--- config.mk ---
export PLATFORM = sky130hd
export DESIGN_NAME = parallel2serial
export DESIGN_NICKNAME = d
export VERILOG_FILES = /design/src/rtl/parallel2serial.sv
export SDC_FILE = /design/constraint.sdc
export NUM_CORES = 1
export LEC_CHECK = 0
export ABC_AREA = 1
export ABC_CLOCK_PERIOD_IN_PS = 1800
export CAP_MARGIN = 20
export CELL_PAD_IN_SITES_DETAIL_PLACEMENT = 1
export CELL_PAD_IN_SITES_GLOBAL_PLACEMENT = 2
export CORE_UTILIZATION = 31
export CTS_CLUSTER_DIAMETER = 40
export DETAILED_ROUTE_END_ITERATION = 8
export GPL_TIMING_DRIVEN = 0
export PLACE_DENSITY_LB_ADDON = 0.1
export SKIP_CTS_REPAIR_TIMING = 1
export SLEW_MARGIN = 20
export SYNTH_ARGS = -nofsm -noshare
export SYNTH_HDL_FRONTEND = slang
export SYNTH_SLANG_ARGS = --single-unit
--- constraint.sdc ---
create_clock -name clk -period 1.8 [get_ports clk]
set_input_delay 0.18 -clock clk [delete_from_list [all_inputs] [get_ports clk]]
set_output_delay 0.18 -clock clk [all_outputs]
set_load 0.1 [all_outputs]
--- src/rtl/parallel2serial.sv ---
// Parallel-to-serial converter with valid/ready input handshake.
// One pending slot lets a new word follow the current one with no gap.
module parallel2serial #(
  parameter int DATA_W    = 8,
  parameter bit MSB_FIRST = 1'b1
) (
  input  logic              clk,
  input  logic              rst_n,
  input  logic              valid_i,
  input  logic [DATA_W-1:0] data_i,
  output logic              ready_o,
  output logic              data_valid_o,
  output logic              serial_o,
  output logic              first_o,
  output logic              last_o
);

  localparam int CW = $clog2(DATA_W);
  localparam logic [CW-1:0] LAST = CW'(DATA_W - 1);

  typedef enum logic {IDLE, SHIFT} state_t;

  state_t            state, state_n;
  logic [DATA_W-1:0] sh, sh_n;
  logic [DATA_W-1:0] pend, pend_n;
  logic [CW-1:0]     cnt, cnt_n;
  logic              pend_full, pend_full_n;
  logic              acc;
  logic              last_bit;
  logic              dv_n;
  logic              ser_n;
  logic [DATA_W-1:0] sh_adv;

  assign acc      = valid_i & ready_o;
  assign last_bit = (state == SHIFT) && (cnt == LAST);
  assign sh_adv   = MSB_FIRST ? (sh << 1) : (sh >> 1);

  always_comb begin
    state_n     = state;
    sh_n        = sh;
    pend_n      = pend;
    cnt_n       = cnt;
    pend_full_n = pend_full;
    case (state)
      IDLE: begin
        if (acc) begin
          state_n = SHIFT;
          sh_n    = data_i;
          cnt_n   = '0;
        end
      end
      SHIFT: begin
        if (!last_bit) begin
          sh_n  = sh_adv;
          cnt_n = cnt + 1'b1;
          if (acc) begin
            pend_n      = data_i;
            pend_full_n = 1'b1;
          end
        end else if (pend_full) begin
          sh_n        = pend;
          pend_n      = '0;
          pend_full_n = 1'b0;
          cnt_n       = '0;
        end else if (acc) begin
          // bypass: word arriving on the last bit goes straight in
          sh_n  = data_i;
          cnt_n = '0;
        end else begin
          state_n = IDLE;
          sh_n    = '0;
          cnt_n   = '0;
        end
      end
      default: state_n = IDLE;
    endcase
  end

  assign dv_n  = (state_n == SHIFT);
  assign ser_n = dv_n & (MSB_FIRST ? sh_n[DATA_W-1] : sh_n[0]);

  always_ff @(posedge clk or negedge rst_n) begin
    if (!rst_n) begin
      state        <= IDLE;
      sh           <= '0;
      pend         <= '0;
      cnt          <= '0;
      pend_full    <= 1'b0;
      ready_o      <= 1'b0;
      data_valid_o <= 1'b0;
      serial_o     <= 1'b0;
      first_o      <= 1'b0;
      last_o       <= 1'b0;
    end else begin
      state        <= state_n;
      sh           <= sh_n;
      pend         <= pend_n;
      cnt          <= cnt_n;
      pend_full    <= pend_full_n;
      ready_o      <= ~pend_full_n;
      data_valid_o <= dv_n;
      serial_o     <= ser_n;
      first_o      <= dv_n && (cnt_n == '0);
      last_o       <= dv_n && (cnt_n == LAST);
    end
  end

endmodule

==> results of run 1 <==
through the flow:
step                      utilization  power [mW]
final                          0.4074       2.655
after global routing           0.4074       2.900
after CTS                      0.3930       2.645
after detailed placement       0.3804       2.288
after global placement         0.3818       2.256
after floorplan                     -       1.898
power by group through the flow:
stage / Sequential (mW) / Combinational (mW) / Clock (mW)
floorplan: 1.22 / 0.674 / 0
global placement: 0.942 / 1.31 / 0
detailed placement: 0.949 / 1.34 / 0
CTS: 0.940 / 1.35 / 0.355
global route: 0.972 / 1.55 / 0.377
finish: 0.938 / 1.38 / 0.339
sequential cells by signal, summed over array words and instances, names as in the netlist:
register   flops
ready_o        1
first_o        1
state          1
pend_full      1
last_o         1
sh             8
serial_o       1
cnt            3
pend           8
layout make-up:
| type | count | share of cell area |
|---|---|---|
| tap | 48 | 0.04027 |
| sequential | 25 | 0.4203 |
| clock inverter | 1 | 0.003356 |
| clock buffer | 3 | 0.02768 |
| inverter | 20 | 0.05034 |
| multi-input combinational | 95 | 0.3356 |
| timing repair buffer | 16 | 0.1124 |
| buffer | 2 | 0.01007 |
layer usage:
| layer | part of all wire | track usage | up-vias |
|---|---|---|---|
| met5 | 0 | 0 | - |
| met1 | 0.49 | 0.2446 | 518 |
| met2 | 0.48 | 0.2952 | 11 |
| li1 | - | - | 504 |
| met3 | 0.024 | 0.02857 | 4 |
| met4 | 0.010 | 0.06250 | 0 |
cells by family (layout without fill, tap and decap cells):
group	Yosys count	count (layout)	synth area share
AOI/OAI and AO/OA	24	24	0.1150
adders and majority gates	2	2	0.02109
buffers and inverters	22	42	0.07383
DFF	25	25	0.5274
and+or+nand+nor	69	69	0.2627
path summary, 6_finish.rpt:
path / startpoint / endpoint / slack [ns] / cells after the start
min reg2reg: sh[2] / sh[2] / 0.50 / 2
min: rst_n / pend[0] / 0.43 / 2
max in group asynchronous: rst_n / state / 0.95 / 2
min in group clk: data_i[1] / sh[1] / 0.49 / 3
max: state / data_valid_o / 0.11 / 1
max reg2reg: cnt[0] / sh[0] / 0.12 / 7
cell usage in the layout (no fill, tap or decap):
cell and instances:
a21oi_1 7, a21oi_2 1, a21oi_4 2, buf_2 1, buf_4 1, clkbuf_4 1
clkbuf_8 3, clkdlybuf4s50_1 9, clkinv_1 1, clkinv_2 1, dfrtp_1 24, dfrtp_2 1
dlygate4sd3_1 1, dlymetal6s2s_1 5, ha_1 1, ha_2 1, inv_1 17, inv_2 2
nand2_1 33, nand2_2 3, nand3_1 12, nand4_1 9, nor2_1 10, nor2_2 1
nor2_4 1, o211ai_1 2, o21ai_0 10, o21ai_2 2
==> results.md, run 1 <==
- Fin. Hold Viols: 0
- CP max stage delay: 0.77 ns
- Static Leak: 0.7559 nW
- Die height: 63.86 um
- Final hold slack: 0.4308 ns
- Placed cell areas: 1393 sq um
- Drt pass-1 iters: 4
- Starting Density: 0.3240
- CTS tree: yes
- Netlist Area Pre-Place: 1186 sq um
- Antenna viol nets, final: 0
- Yosys top cell by area: dfrtp_1
- Wire per inst: 15.10 um
- Clk buf depth: 2
- DR DRC count: 0
- TNS Setup: 0 ns
- Worst EP required: 1.62 ns
- Gate Count Post-Synth: 142
- Initial drt markers: 38
- Power share of the clock group: 0.128
- Setup crit end kind: output port
- # setup viols final: 0
- Tot GR Track Use: 0.1817
- Post-place setup slack: -0.2440 ns
- Crit path DAT: 1.51 ns
- GPL Wtd Cong: 0.7183
- Synth Area per Inst: 8.353 sq um
- Top cell type's share of synthesized area: 0.5274
- Synth area leaders: dfrtp_1, nand2_1, inv_1
- Slowest cell on crit path: dlymetal6s2s_1
- Status: finished clean
- Final period utilization: 0.9371
- Vias in the first global route: 1145
- Area Overhead vs Synth: 25.74%
- Register area share after synthesis: 0.5274
- Largest net degree at the start of global routing: 26
- Via count: 1037
- GRT overflow: 0
- Hold Path Class: in2async
- Async set-reset flop share out of synthesis: 1.000
- Worst path cell trace: dlymetal6s2s_1
- Clk sink count: 25
- CP bufs+invs: 1
- DP HPWL: 2117 um
- Net Sw Frac: 0.4866
- Rows: 22
- Post-route cell area: 1491 sq um
- H-tree depth: 1
- Comb pwr share: 0.519
- Number of diodes: 0
- Top Ports: 16
- Die area: 4077 sq um
- CP Launch Type: flip-flop
- Crit-path leading delay family: buffers and inverters
- Top_reg_cell synth: dfrtp_1
- Worst setup margin: 0.1132 ns
- Psw: 1.292 mW
- Antenna violations before repair: 0
- Clock skew: 0.003673 ns
- Commonest cells in the netlist: nand2_1, dfrtp_1, inv_1
- Clock buffer count from CTS: 3
- Cell-internal power: 1.363 mW
- Root Driver: clkbuf_8
- Post-synth net total: 155
- Layout cells sized above 1: 0.1296
- Placeable Area: 3661 sq um
- Yosys cell types: 20
- Vias per cell: 4.938
- Area of the multi-input gates: 500.5 sq um
- Clk_lat worst skew: 0.27 ns
- Clock slew at reported path FFs: 0.09 ns
- Most used standard cell by instance count after synthesis: nand2_1
- Register bit count reported by yosys: 25
- Layout filler cell count: 439
- Reg power frac: 0.353
- Final Non-Filler Cells: 210
- RSZ-0062 raised after global routing: false
- Cells after DPL: 205
- Final Max Tran Viols: 0
- Reg area: 626.9 sq um
- Max-Cap Viols: 0
- Post-synth EDFFs: 0
- WL final: 3170 um
- Least-Margin Pin Slew: 0.9678 ns
- Critical-path maximum fanout: 7
- Final min period: 1.687 ns
- Global-route wire length before repair: 5602 um
- Yosys warns: 0
- Fin nets: 176
- Max Clock Freq: 592.8 MHz
- Pwr Density: 1780 nW/um^2
- Rel. slew slack: 0.3537
- VDD IR max: 0.5001 mV
- Port-buffer cells: 15
- Die width: 63.86 um
- Worst Path Class, Setup: reg2out
No activity file was read; power rests on OpenSTA's default activity.
==> run 2: changes to the inputs <==
Settings changed: CTS_CLUSTER_DIAMETER 40 to 120, CTS_CLUSTER_SIZE set to 12.
==> results of run 2 <==
No change in the layout: final DEF, timing and power equal those of run 1.
